`src/rtl/csel_pkg.sv`:
```
`default_nettype none
// ============================================================================
// Module      : csel_pkg
// Description : Shared definitions for the pipelined carry-select adder.
//               Sizing helpers that turn the operand width, slice size and
//               slices-per-stage into the slice count and stage count, plus
//               the control part of the per-stage payload.
// Revision    : 1.0 - initial parametrised, pipelined release
// ============================================================================
package csel_pkg;

    // Integer ceiling division. A zero divisor yields 0 so that illegal
    // parameter sets reach the elaboration-time checks instead of a
    // divide-by-zero inside a constant expression.
    function automatic int unsigned ceil_div(input int unsigned n, input int unsigned d);
        if (d == 0) begin
            return 0;
        end
        return (n + d - 1) / d;
    endfunction

    // Number of carry-select slices across the operand.
    function automatic int unsigned num_blk(input int unsigned width, input int unsigned block);
        if (block == 0) begin
            return 0;
        end
        return width / block;
    endfunction

    // Number of pipeline stages. Never below 1, so array sizes stay legal
    // even when the parameter checks are about to reject the configuration.
    function automatic int unsigned num_stg(input int unsigned width, input int unsigned block,
                                            input int unsigned blk_per_stg);
        int unsigned n;
        n = ceil_div(num_blk(width, block), blk_per_stg);
        return (n == 0) ? 1 : n;
    endfunction

    // Control fields carried alongside the data in every stage register.
    //   valid : this slot holds a live operation
    //   carry : carry out of the highest slice resolved so far
    //   ovf   : signed overflow, only meaningful after the last stage
    typedef struct packed {
        logic valid;
        logic carry;
        logic ovf;
    } csel_ctl_t;

endpackage : csel_pkg
`default_nettype wire

```
`src/rtl/csel_block.sv`:
```
`default_nettype none
// ============================================================================
// Module      : csel_block
// Description : One BLOCK-bit carry-select slice. With FIRST set it is a
//               plain ripple adder driven by the real carry-in. Otherwise it
//               evaluates two ripple chains (carry-in 0 and carry-in 1) and
//               picks one with the incoming carry, so the slice's own delay
//               overlaps with the carry arriving from below.
// Revision    : 1.0 - initial release
//
// Ports
//   i_a, i_b : BLOCK-bit operand slices (i_b already inverted for subtract)
//   i_cin    : carry into the slice
//   o_sum    : BLOCK-bit sum slice
//   o_cout   : carry out of the slice
// ============================================================================
module csel_block #(
    parameter int unsigned BLOCK = 4,
    parameter bit          FIRST = 1'b0
) (
    input  logic [BLOCK-1:0] i_a,
    input  logic [BLOCK-1:0] i_b,
    input  logic             i_cin,
    output logic [BLOCK-1:0] o_sum,
    output logic             o_cout
);

    // Bit-serial full-adder chain. Returns {carry_out, sum}.
    function automatic logic [BLOCK:0] ripple(input logic [BLOCK-1:0] x,
                                              input logic [BLOCK-1:0] y,
                                              input logic             ci);
        logic [BLOCK:0] r;
        logic           c;
        c = ci;
        for (int i = 0; i < BLOCK; i++) begin
            r[i] = x[i] ^ y[i] ^ c;
            c    = (x[i] & y[i]) | (c & (x[i] ^ y[i]));
        end
        r[BLOCK] = c;
        return r;
    endfunction

    if (FIRST) begin : g_ripple
        logic [BLOCK:0] w_r;

        assign w_r    = ripple(i_a, i_b, i_cin);
        assign o_sum  = w_r[BLOCK-1:0];
        assign o_cout = w_r[BLOCK];
    end else begin : g_select
        logic [BLOCK:0] w_r0;
        logic [BLOCK:0] w_r1;

        // Both outcomes are ready before the carry arrives; the carry only
        // steers the final mux.
        assign w_r0            = ripple(i_a, i_b, 1'b0);
        assign w_r1            = ripple(i_a, i_b, 1'b1);
        assign {o_cout, o_sum} = i_cin ? w_r1 : w_r0;
    end

endmodule : csel_block
`default_nettype wire

```
`src/rtl/csel_adder_pipe.sv`:
```
`default_nettype none
// ============================================================================
// Module      : csel_adder_pipe
// Description : Parametrised, pipelined carry-select adder/subtractor with a
//               valid/ready handshake. Stage k resolves a group of
//               BLK_PER_STG slices and registers the low sum bits resolved
//               so far, the running carry and the operands still to be
//               added. A stalled output freezes the whole pipeline.
// Revision    : 1.0 - initial release
//
// Ports
//   clk       : rising-edge clock
//   rst_n     : asynchronous active-low reset, clears every stage
//   in_valid  : operands and mode present this cycle
//   in_ready  : operands accepted this cycle (low only while stalled)
//   a, b      : WIDTH-bit operands
//   cin       : carry-in, ignored in subtract mode
//   sub       : 0 -> a+b+cin, 1 -> a-b
//   out_valid : result present
//   out_ready : consumer takes the result
//   sum       : WIDTH-bit result
//   cout      : carry out of the MSB (no-borrow when subtracting)
//   ovf       : two's-complement signed overflow
// ============================================================================
module csel_adder_pipe
    import csel_pkg::*;
#(
    parameter int unsigned WIDTH       = 32,
    parameter int unsigned BLOCK       = 4,
    parameter int unsigned BLK_PER_STG = 2
) (
    input  logic             clk,
    input  logic             rst_n,
    input  logic             in_valid,
    output logic             in_ready,
    input  logic [WIDTH-1:0] a,
    input  logic [WIDTH-1:0] b,
    input  logic             cin,
    input  logic             sub,
    output logic             out_valid,
    input  logic             out_ready,
    output logic [WIDTH-1:0] sum,
    output logic             cout,
    output logic             ovf
);

    localparam int unsigned c_nblk = num_blk(WIDTH, BLOCK);
    localparam int unsigned c_nstg = num_stg(WIDTH, BLOCK, BLK_PER_STG);

    // ------------------------------------------------------------------
    // Parameter legality
    // ------------------------------------------------------------------
    if (BLOCK < 2) begin : g_bad_block
        $fatal(1, "csel_adder_pipe: BLOCK=%0d must be at least 2", BLOCK);
    end else if ((WIDTH == 0) || ((WIDTH % BLOCK) != 0)) begin : g_bad_width
        $fatal(1, "csel_adder_pipe: WIDTH=%0d must be a non-zero multiple of BLOCK=%0d",
               WIDTH, BLOCK);
    end else if (BLK_PER_STG < 1) begin : g_bad_bps
        $fatal(1, "csel_adder_pipe: BLK_PER_STG=%0d must be at least 1", BLK_PER_STG);
    end

    // Per-stage payload. 's' holds the resolved low sum bits; the upper
    // part of 'a'/'b' holds the operand bits still to be added. Bits that
    // are already resolved simply travel along unused.
    typedef struct packed {
        csel_ctl_t        ctl;
        logic [WIDTH-1:0] s;
        logic [WIDTH-1:0] a;
        logic [WIDTH-1:0] b;
    } stage_t;

    stage_t r_stg [c_nstg];
    stage_t w_nxt [c_nstg];
    stage_t w_prep;
    logic   w_stall;
    logic   w_unused;

    // ------------------------------------------------------------------
    // Operand preparation: subtract is a + ~b + 1.
    // ------------------------------------------------------------------
    always_comb begin
        w_prep           = '0;
        w_prep.ctl.valid = in_valid;
        w_prep.ctl.carry = sub ? 1'b1 : cin;
        w_prep.a         = a;
        w_prep.b         = sub ? ~b : b;
    end

    // ------------------------------------------------------------------
    // Stage datapaths
    // ------------------------------------------------------------------
    for (genvar k = 0; k < c_nstg; k++) begin : g_stage
        localparam int unsigned c_lo   = k * BLK_PER_STG;
        localparam int unsigned c_hi   = (((k + 1) * BLK_PER_STG) < c_nblk) ?
                                         ((k + 1) * BLK_PER_STG) : c_nblk;
        localparam int unsigned c_n    = c_hi - c_lo;
        localparam bit          c_last = (k == c_nstg - 1);

        stage_t               w_in;
        stage_t               w_out;
        logic [c_n*BLOCK-1:0] w_s;

        if (k == 0) begin : g_src_port
            assign w_in = w_prep;
        end else begin : g_src_reg
            assign w_in = r_stg[k-1];
        end

        for (genvar j = 0; j < c_n; j++) begin : g_slice
            localparam int unsigned c_bit = (c_lo + j) * BLOCK;

            logic w_ci;
            logic w_co;

            // The first slice of a stage takes the registered running
            // carry; the rest chain within the stage.
            if (j == 0) begin : g_ci_stage
                assign w_ci = w_in.ctl.carry;
            end else begin : g_ci_chain
                assign w_ci = g_slice[j-1].w_co;
            end

            csel_block #(
                .BLOCK (BLOCK),
                .FIRST ((c_lo + j) == 0)
            ) u_blk (
                .i_a    (w_in.a[c_bit +: BLOCK]),
                .i_b    (w_in.b[c_bit +: BLOCK]),
                .i_cin  (w_ci),
                .o_sum  (w_s[j*BLOCK +: BLOCK]),
                .o_cout (w_co)
            );
        end

        always_comb begin
            w_out                           = w_in;
            w_out.s[c_lo*BLOCK +: c_n*BLOCK] = w_s;
            w_out.ctl.carry                 = g_slice[c_n-1].w_co;
            w_out.ctl.ovf                   = 1'b0;
            if (c_last) begin
                // Carry into the MSB is recovered from a ^ b ^ sum there;
                // overflow is that carry XOR the carry out.
                w_out.ctl.ovf = w_in.a[WIDTH-1] ^ w_in.b[WIDTH-1] ^
                                w_out.s[WIDTH-1] ^ w_out.ctl.carry;
            end
        end

        assign w_nxt[k] = w_out;
    end

    // ------------------------------------------------------------------
    // Stage registers: a stall freezes every stage so no bubble is
    // squeezed out and ordering is preserved.
    // ------------------------------------------------------------------
    always_ff @(posedge clk or negedge rst_n) begin
        if (!rst_n) begin
            for (int k = 0; k < c_nstg; k++) begin
                r_stg[k] <= '0;
            end
        end else if (!w_stall) begin
            for (int k = 0; k < c_nstg; k++) begin
                r_stg[k] <= w_nxt[k];
            end
        end
    end

    // ------------------------------------------------------------------
    // Handshake and outputs
    // ------------------------------------------------------------------
    assign w_stall   = r_stg[c_nstg-1].ctl.valid && !out_ready;
    assign in_ready  = !w_stall;

    assign out_valid = r_stg[c_nstg-1].ctl.valid;
    assign sum       = r_stg[c_nstg-1].s;
    assign cout      = r_stg[c_nstg-1].ctl.carry;
    assign ovf       = r_stg[c_nstg-1].ctl.ovf;

    // Operand bits in the last register have nothing left to feed.
    assign w_unused  = ^{r_stg[c_nstg-1].a, r_stg[c_nstg-1].b};

endmodule : csel_adder_pipe
`default_nettype wire

```
`config.mk`:
```
export PLATFORM = sky130hd
export DESIGN_NAME = csel_adder_pipe
export DESIGN_NICKNAME = d
export VERILOG_FILES = /design/src/rtl/csel_pkg.sv /design/src/rtl/csel_block.sv /design/src/rtl/csel_adder_pipe.sv
export SDC_FILE = /design/constraint.sdc
export NUM_CORES = 1
export LEC_CHECK = 0
export BUFFER_PORTS_ARGS = -buffer_cell sky130_fd_sc_hd__buf_2
export CAP_MARGIN = 10
export CORE_ASPECT_RATIO = 1.5
export CORE_MARGIN = 2
export CORE_UTILIZATION = 25
export CTS_CLUSTER_DIAMETER = 150
export DETAILED_ROUTE_END_ITERATION = 10
export PLACE_DENSITY = 0.41
export SYNTH_ARGS = -nofsm -noshare
export SYNTH_HDL_FRONTEND = slang
export SYNTH_SLANG_ARGS = --single-unit
export TNS_END_PERCENT = 30
```
`constraint.sdc`:
```
create_clock -name clk -period 10.2 [get_ports clk]
set_input_delay 2.04 -clock clk [delete_from_list [all_inputs] [get_ports clk]]
set_output_delay 2.04 -clock clk [all_outputs]
set_load 0.05 [all_outputs]
```
==> results of run 1 <==
[worst paths after layout]
check / start / endpoint / slack [ns] / cells after the start
worst min register to register: g_stage[2].w_in[67]$_DFFE_PN0N_ / g_stage[3].w_in[67]$_DFFE_PN0N_ / 0.48 / 1
worst max register to register: g_stage[3].w_in[24]$_DFFE_PN0N_ / ovf$_DFFE_PN0N_ / 5.87 / 15
worst min-delay path: g_stage[2].w_in[67]$_DFFE_PN0N_ / g_stage[3].w_in[67]$_DFFE_PN0N_ / 0.48 / 1
max in group asynchronous: rst_n / g_stage[2].w_in[22]$_DFFE_PN0N_ / 6.95 / 2
min in group asynchronous: rst_n / g_stage[1].w_in[26]$_DFFE_PN0N_ / 1.76 / 1
worst max-delay path: sub / g_stage[1].w_in[71]$_DFFE_PN0N_ / 4.59 / 14
[critical path, stage by stage]
cell and delay (ns):
sky130_fd_sc_hd__buf_2 0.08, sky130_fd_sc_hd__buf_4 0.50, sky130_fd_sc_hd__xnor2_1 0.19, sky130_fd_sc_hd__fa_1 0.44
sky130_fd_sc_hd__fa_1 0.40, sky130_fd_sc_hd__fa_1 0.37, sky130_fd_sc_hd__inv_1 0.07, sky130_fd_sc_hd__fa_1 0.22
sky130_fd_sc_hd__mux2i_1 0.12, sky130_fd_sc_hd__fa_1 0.39, sky130_fd_sc_hd__fa_1 0.36, sky130_fd_sc_hd__inv_1 0.07
sky130_fd_sc_hd__fa_1 0.40, sky130_fd_sc_hd__mux2_4 0.26
[area by class of cell]
cell class                      count  area [µm²]  area share
Tap cell                          425         532      0.0523
Multi-Input combinational cell    291        3710       0.365
Timing Repair Buffer              110         572      0.0562
Sequential cell                   185        4630       0.455
Clock buffer                       18         429      0.0422
Inverter                           38         143      0.0140
Clock inverter                     13         146      0.0144
[metal layers]
layer	wire length (µm)	GRT usage
met4	292	0.0387
met3	705	0.0315
met5	0	0
met2	8390	0.167
met1	7610	0.125
[registers in the layout, indices dropped and copies added, names as in the netlist]
register	flops
ovf	1
g_stage.g_slice.w_ci	3
out_valid	1
sum	32
g_stage.w_in	147
cout	1
[cell usage after synthesis, drive strengths merged]
master	instances	area, µm²
fa	25	500
nor2	4	15.0
xnor2	9	78.8
xor2	30	263
inv	38	143
dfrtp	185	4630
buf	25	225
nand2b	2	12.5
clkbuf	2	7.51
o21ai	1	5.00
mux2i	6	60.1
a21oi	16	114
mux2	168	2350
nor3b	13	97.6
xor3	1	23.8
nand2	1	3.75
ha	15	188
[stage by stage]
step           utilization  total power [W]  setup slack [ns]
5_1_grt              0.297          0.00363              4.43
6_report             0.297          0.00338              4.59
3_5_place_dp         0.280          0.00275              4.05
4_1_cts              0.297          0.00345              4.55
2_1_floorplan            -          0.00242              4.57
3_3_place_gp         0.280          0.00273              4.10
[where the power goes]
| group | switching [W] | internal (W) |
|---|---|---|
| registers | 0.000211 | 0.00107 |
| clock network | 0.000304 | 0.000362 |
| logic | 0.000704 | 0.000727 |
[cell usage in the layout, fill, tap and decap left out, drive strengths merged]
cell type  Yosys  routed
a21oi         16      16
buf           25     109
bufinv         0       2
clkbuf         2      19
clkinv         0       6
clkinvlp       0       2
dfrtp        185     185
fa            25      25
ha            15      15
inv           38      41
mux2         168     168
mux2i          6       6
nand2          1       1
nand2b         2       2
nor2           4       4
nor3b         13      13
o21ai          1       1
xnor2          9       9
xor2          30      30
xor3           1       1
[kinds of logic (layout without fill, tap and decap cells)]
family	count (synthesis)	count (layout)
flops	185	185
mux	174	174
buf+inv	65	179
fa+ha+maj	40	40
xor+xnor	40	40
simple gates	20	20
compound gates	17	17
==> flow_metrics.tcl, run 1 <==
set metrics [dict create \
    result_of_the_run "finished, final reports clean" \
    grt_usage 0.102 \
    timing_hold_violations_final 0 \
    synth-compound-area-share 0.0136 \
    worst_pin_slew_ns 0.984 \
    synth.avg_cell_area_um2 16.1 \
    critical_path_peak_fanout 33 \
    synth_warnings 0 \
    postRouteAntennaNets 0 \
    finish.instance_area_mm2 0.0102 \
    dp.final_hpwl_um 11200 \
    worst_setup_hold_path_clk_slew_ns 0.07 \
    final_max_slew_viol_count 0 \
    dpl-instance-area_mm2 0.00959 \
    critical_path.endpoint_type "flip-flop" \
    setup_viol 0 \
    cts.hold.buffers_added 0 \
    synthDistinctLibCells 20 \
    vias 4342 \
    setup.worst_path.start_class "input pin" \
    filler_cells 3467 \
    cap_violations 0 \
    main_combinational_cell_family_by_area_after_synthesis "multiplexers" \
    port-buffer-count 105 \
    peak_ir_drop_on_the_vdd_network_uv 154 \
    postRouteWirelength_um 17000 \
    dr.pass1.iters 4 \
    synth-seq-area-share 0.531 \
    unrepaired_setup_endpoints_after_global_routing "no" \
    post-place-cells 1049 \
    wire_per_inst_um 15.7 \
    design.die.area_mm2 0.0364 \
    synth.ff_latch_count 185 \
    yosys.area_share.adder 0.0790 \
    detail_route.drc_violations 0 \
    xor_xnor_share_of_the_synthesized_area 0.0419 \
    floorplan.rows 83 \
    largest_net_degree_at_the_start_of_global_routing 119 \
    core-area_mm2 0.0343 \
    crit_type "in2reg" \
    clkLatencyLatePin_ns 0.45 \
    finalHoldWorstSlack_ns 0.484 \
    timing.fmax_ghz 0.178 \
    viasPerCell 4.02 \
    htreeDepth 4 \
    synth.mux.area_fraction 0.276 \
    layout_worst_path_cycle_share 0.550 \
    io_pins 106 \
    cp_data_required_time_ns 10.53 \
    chipWidth_um 156 \
    clock_path_buffers 2 \
    globalRoute.totalOverflow 0 \
    grt_first_pass_wirelength_um 28100 \
    worst-endpoint-arrival_ns 5.94 \
    min-delay-path-class "reg2reg" \
    setup_tns_ns 0 \
    clock-root-buffer "sky130_fd_sc_hd__clkbuf_16" \
    cts_inserted_buffers 17 \
    layout.nets 753 \
    post-route-min-period_ns 5.61 \
    maxSlewHeadroom 0.344 \
    number_of_clock_sinks 185 \
    antenna_found_initial 0 \
    syn_nets 651 \
    netlist_area_mm2 0.00871 \
    postCtsResizedCells 0 \
    layoutNonFillerInstCount 1080 \
    drtIter0Drc 160 \
    initial_core_util 0.254 \
    synth_simple_gate_area_frac 0.0148 \
    antenna-diode-count 0 \
    fin_skew_ns 0.0111 \
    power.density_cell_area_mw_per_mm2 332 \
    first_global_vias 5032 \
    die-height_um 233 \
    gp_routability_congestion 0.688 \
    tritoncts_clock_tree "built" \
    power.static_leakage_nw 4.86 \
    cts_setup_buffers 0 \
    areaGrowthSynthToFinish_pct 16.7 \
    drive_gt1_frac 0.414 \
    post_synth_inst_count 541 \
]
(Power assumes the default switching activity.)
==> run 2, diff against run 1 <==
Settings changed: PLACE_DENSITY 0.41 to 0.42.
Clock period 10.2 ns to 4.9 ns, I/O delays scaled along.
==> flow_metrics.tcl, run 2 (synthesis gave the netlist of run 1 again) <==
set metrics [dict create \
    filler_cells 3437 \
    globalRoute.totalOverflow 0 \
    unrepaired_setup_endpoints_after_global_routing "no" \
    gp_routability_congestion 0.706 \
    core-area_mm2 0.0343 \
    worst_setup_hold_path_clk_slew_ns 0.07 \
    postCtsResizedCells 0 \
    floorplan.rows 83 \
    critical_path.endpoint_type "flip-flop" \
    largest_net_degree_at_the_start_of_global_routing 98 \
    tritoncts_clock_tree "built" \
    io_pins 106 \
    port-buffer-count 105 \
    viasPerCell 3.99 \
    wire_per_inst_um 15.9 \
    postRouteWirelength_um 17200 \
    antenna-diode-count 0 \
    peak_ir_drop_on_the_vdd_network_uv 401 \
    timing_hold_violations_final 0 \
    setup_ws_ns 0.659 \
    drive_gt1_frac 0.416 \
    setup_tns_ns 0 \
    cp_data_required_time_ns 5.23 \
    design.die.area_mm2 0.0364 \
    dr.pass1.iters 4 \
    largest_register_ffs 147 \
    initial_core_util 0.254 \
    critical_path_peak_fanout 3 \
    critPathMostFrequentCell "sky130_fd_sc_hd__fa_1" \
    cpPeakStageDelay_ns 0.60 \
    clock-root-buffer "sky130_fd_sc_hd__clkbuf_16" \
    cap_violations 0 \
    detail_route.drc_violations 0 \
    setup_viol 0 \
    number_of_clock_sinks 185 \
    cts_inserted_buffers 17 \
    place_worst_setup_slack_ns 0.278 \
    fin_skew_ns 0.0126 \
    area_of_combinational_cells_with_multiple_inputs_mm2 0.00371 \
    dp.final_hpwl_um 11500 \
    cts_setup_buffers 0 \
    crit_type "reg2reg" \
    grt_usage 0.103 \
    largest_delay_contributor_family_on_the_critical_path "adder cells" \
    areaGrowthSynthToFinish_pct 16.9 \
    postRouteAntennaNets 0 \
    first_global_vias 4937 \
    path_cells "ha_1, nor2_1, a21oi_1, fa_1, fa_1, inv_1, fa_1, nand2_1, o21ai_0, fa_1, inv_1, fa_1, fa_1, xor3_1, mux2_4" \
    worst_pin_slew_ns 0.808 \
    grt_first_pass_wirelength_um 28200 \
    die-height_um 233 \
    power.density_cell_area_mw_per_mm2 685 \
    cts.hold.buffers_added 0 \
    min-delay-path-class "reg2reg" \
    clock_path_buffers 2 \
    layout_worst_path_cycle_share 0.865 \
    crit_path_top_delay_cell "sky130_fd_sc_hd__fa_1" \
    critical_path_buf_inv_count 2 \
    maxSlewHeadroom 0.461 \
    reg2reg_setup_slack_ns 0.66 \
    worst-endpoint-arrival_ns 4.57 \
    vias 4314 \
    drtIter0Drc 160 \
    setup.worst_path.start_class "flip-flop" \
    timing.fmax_ghz 0.236 \
    final-seq-area_mm2 0.00463 \
    layout.nets 754 \
    chipWidth_um 156 \
    mostFrequentLayoutCells "185 x sky130_fd_sc_hd__dfrtp_1, 121 x sky130_fd_sc_hd__mux2_4, 104 x sky130_fd_sc_hd__buf_2" \
    post-route-min-period_ns 4.24 \
    final_max_slew_viol_count 0 \
    clkLatencyLatePin_ns 0.44 \
    layout.cells.most_common "sky130_fd_sc_hd__dfrtp_1" \
    antenna_found_initial 1 \
    result_of_the_run "finished, final reports clean" \
    htreeDepth 4 \
    power.static_leakage_nw 4.87 \
]
-- run 2: cell type report --
type,instances,area share
sequential,185,0.454
inverter,38,0.0140
clock inverter,14,0.0131
multi-input combinational,291,0.365
tap,425,0.0522
clock buffer,18,0.0421
timing repair buffer,111,0.0593
-- run 2: power by group --
group          switching, W  leakage [nW]  internal, W
clock network      0.000642         0.273     0.000712
registers          0.000443          2.14      0.00222
logic               0.00145          2.45      0.00150
total               0.00254          4.87      0.00444
-- run 2: path summary, 6_finish.rpt --
check,from,cells after the start,endpoint
worst max-delay path,g_stage[3].w_in[24]$_DFFE_PN0N_,15,ovf$_DFFE_PN0N_
worst min-delay path,g_stage[2].w_in[75]$_DFFE_PN0N_,1,g_stage[2].w_in[75]$_DFFE_PN0N_
worst max register to register,g_stage[3].w_in[24]$_DFFE_PN0N_,15,ovf$_DFFE_PN0N_
worst min register to register,g_stage[2].w_in[75]$_DFFE_PN0N_,1,g_stage[2].w_in[75]$_DFFE_PN0N_
max in group asynchronous,rst_n,2,g_stage[2].w_in[66]$_DFFE_PN0N_
min in group asynchronous,rst_n,1,g_stage[1].w_in[26]$_DFFE_PN0N_
-- run 2: stage by stage --
step                      std cells  hold slack [ns]  total power [W]  utilization  area (µm²)
after floorplan                 541            0.435          0.00505            -        8710
after global placement         1050            0.461          0.00565        0.281        9620
after detailed placement       1050            0.462          0.00572        0.281        9620
after CTS                      1082            0.488          0.00714        0.297       10200
after global routing           1082            0.500          0.00752        0.297       10200
final                          1082            0.484          0.00698        0.297       10200
-- run 2: per-layer routing --
metal | global-route usage | vias to the layer above | wire, µm
li1 | - | 2019 | -
met2 | 0.166 | 70 | 8500
met3 | 0.0317 | 17 | 602
met4 | 0.0361 | 0 | 290
met1 | 0.131 | 2208 | 7840
met5 | 0 | - | 0
-- run 2: worst register-to-register path, delay by kind of cell (launching register included) --
family / cells / cell delay, ns
mux: 1 / 0.26
flops: 1 / 0.40
buf+inv: 2 / 0.15
xor+xnor: 1 / 0.41
fa+ha+maj: 7 / 2.61
simple gates: 2 / 0.14
compound gates: 2 / 0.17
==> run 3, diff against run 2 <==
Clock period 4.9 ns to 3.5 ns, I/O delays scaled along.
==> flow_metrics.tcl, run 3 (synthesis gave the netlist of run 1 again) <==
set metrics [dict create \
    cts_inserted_buffers 17 \
    layout.nets 770 \
    power.static_leakage_nw 4.95 \
    setup_viol 2 \
    post-route-util 0.305 \
    mostFrequentLayoutCells "185 x sky130_fd_sc_hd__dfrtp_1, 121 x sky130_fd_sc_hd__mux2_4, 103 x sky130_fd_sc_hd__buf_2" \
    design.die.area_mm2 0.0364 \
    reg2reg_setup_slack_ns -0.13 \
    finalHoldWorstSlack_ns 0.296 \
    final_max_slew_viol_count 0 \
    worst_setup_hold_path_clk_slew_ns 0.07 \
    layout.cells.most_common "sky130_fd_sc_hd__dfrtp_1" \
    io_pins 106 \
    initial_core_util 0.254 \
    drtIter0Drc 190 \
    dr.pass1.iters 4 \
    drive_gt1_frac 0.478 \
    largest_register_ffs 147 \
    areaGrowthSynthToFinish_pct 20.1 \
    filler_cells 3422 \
    antenna-diode-count 0 \
    tritoncts_clock_tree "built" \
    peak_ir_drop_on_the_vdd_network_uv 556 \
    crit_type "reg2reg" \
    htreeDepth 4 \
    area_of_combinational_cells_with_multiple_inputs_mm2 0.00379 \
    globalRoute.totalOverflow 0 \
    largest_net_degree_at_the_start_of_global_routing 85 \
    result_of_the_run "complete, but fails checks" \
    fin_skew_ns 0.00776 \
    grt_first_pass_wirelength_um 28100 \
    timing.fmax_ghz 0.275 \
    floorplan.rows 83 \
    cap_violations 0 \
    first_global_vias 4983 \
    dp.final_hpwl_um 11600 \
    postRouteAntennaNets 0 \
    place_worst_setup_slack_ns -0.574 \
    port-buffer-count 105 \
    grt_usage 0.102 \
    worst_pin_slew_ns 0.699 \
    clock-root-buffer "sky130_fd_sc_hd__clkbuf_16" \
    power.density_cell_area_mw_per_mm2 973 \
    failed_checks "setup timing" \
    final-seq-area_mm2 0.00463 \
    detail_route.drc_violations 0 \
    layout_worst_path_cycle_share 1.04 \
    chipWidth_um 156 \
    clock_path_buffers 2 \
    timing_hold_violations_final 0 \
    core-area_mm2 0.0343 \
    viasPerCell 4.01 \
    wire_per_inst_um 15.8 \
    unrepaired_setup_endpoints_after_global_routing "yes" \
    critical_path.endpoint_type "flip-flop" \
    number_of_clock_sinks 185 \
    worst-endpoint-arrival_ns 3.96 \
    setup.worst_path.start_class "flip-flop" \
    antenna_found_initial 0 \
    post-route-min-period_ns 3.63 \
    critical_path_peak_fanout 3 \
    worst_r2r_path_depth 15 \
    die-height_um 233 \
    cp_data_required_time_ns 3.83 \
    gp_routability_congestion 0.704 \
    postRouteWirelength_um 17300 \
    setup_ws_ns -0.134 \
    maxSlewHeadroom 0.534 \
    clkLatencyLatePin_ns 0.44 \
    vias 4398 \
    min-delay-path-class "in2async" \
]
==> run 3: cell count changes in the layout (fill, tap and decap cells not counted), sizes merged <==
cell / delta
buf: +16
inv: -6
bufinv: +2
clkbuf: +2
clkinv: -1
clkinvlp: +1
==> run 3: power breakdown <==
group	switching [W]	internal, W	total [W]
clock network	0.000855	0.00118	0.00203
registers	0.000611	0.00312	0.00373
logic	0.00213	0.00229	0.00442
total	0.00359	0.00658	0.0102
==> run 3: stage by stage <==
step | cells | total power, W | TNS [ns] | cell area, µm²
4_1_cts | 1096 | 0.0104 | -0.158 | 10400
5_1_grt | 1096 | 0.0109 | -0.503 | 10500
3_5_place_dp | 1066 | 0.00818 | -2.86 | 9800
2_1_floorplan | 541 | 0.00708 | -1.45 | 8750
3_3_place_gp | 1066 | 0.00812 | -2.32 | 9800
6_report | 1096 | 0.0102 | -0.136 | 10500
==> run 3: final cells by class <==
type / count / share of cell area
Clock buffer: 20 / 0.0446
Tap cell: 425 / 0.0508
Multi-Input combinational cell: 291 / 0.363
Inverter: 38 / 0.0136
Clock inverter: 10 / 0.0138
Timing Repair Buffer: 127 / 0.0719
Sequential cell: 185 / 0.443
==> run 3: worst max-delay path, stage by stage (launching register included) <==
cell and delay, ns:
sky130_fd_sc_hd__dfrtp_1 0.40, sky130_fd_sc_hd__ha_2 0.19, sky130_fd_sc_hd__nor2_2 0.10, sky130_fd_sc_hd__a21oi_2 0.05, sky130_fd_sc_hd__fa_2 0.34, sky130_fd_sc_hd__fa_2 0.34, sky130_fd_sc_hd__inv_2 0.06, sky130_fd_sc_hd__fa_2 0.23
sky130_fd_sc_hd__nand2_2 0.06, sky130_fd_sc_hd__o21ai_2 0.06, sky130_fd_sc_hd__fa_2 0.21, sky130_fd_sc_hd__inv_2 0.04, sky130_fd_sc_hd__fa_2 0.37, sky130_fd_sc_hd__fa_2 0.56, sky130_fd_sc_hd__xor3_1 0.22, sky130_fd_sc_hd__mux2_4 0.27
==> run 3: per-layer routing <==
| metal | up-vias | part of all wire | GRT usage |
|---|---|---|---|
| met5 | - | 0 | 0 |
| met4 | 0 | 0.018 | 0.0430 |
| met3 | 12 | 0.042 | 0.0300 |
| met1 | 2262 | 0.43 | 0.123 |
| met2 | 77 | 0.51 | 0.170 |
| li1 | 2047 | - | - |
==> run 3: path summary, 6_finish.rpt <==
path,startpoint,end
max reg2reg,g_stage[3].w_in[24]$_DFFE_PN0N_,ovf$_DFFE_PN0N_
min in group clk,a[18],g_stage[1].w_in[50]$_DFFE_PN0N_
max in group asynchronous,rst_n,g_stage[3].w_in[60]$_DFFE_PN0N_
min reg2reg,g_stage[3].w_in[98]$_DFFE_PN0N_,out_valid$_DFFE_PN0N_
max,g_stage[3].w_in[24]$_DFFE_PN0N_,ovf$_DFFE_PN0N_
min,rst_n,g_stage[2].w_in[27]$_DFFE_PN0N_
==> run 3: repair_timing <==
| action | CTS | global route |
|---|---|---|
| setup buffers | 0 | 0 |
| gates resized for setup | 15 | 5 |
| hold buffers | 0 | 0 |
| hold endpoints to repair | 0 | 0 |
| setup endpoints to repair | 8 | 5 |
| pin swaps | 8 | 1 |
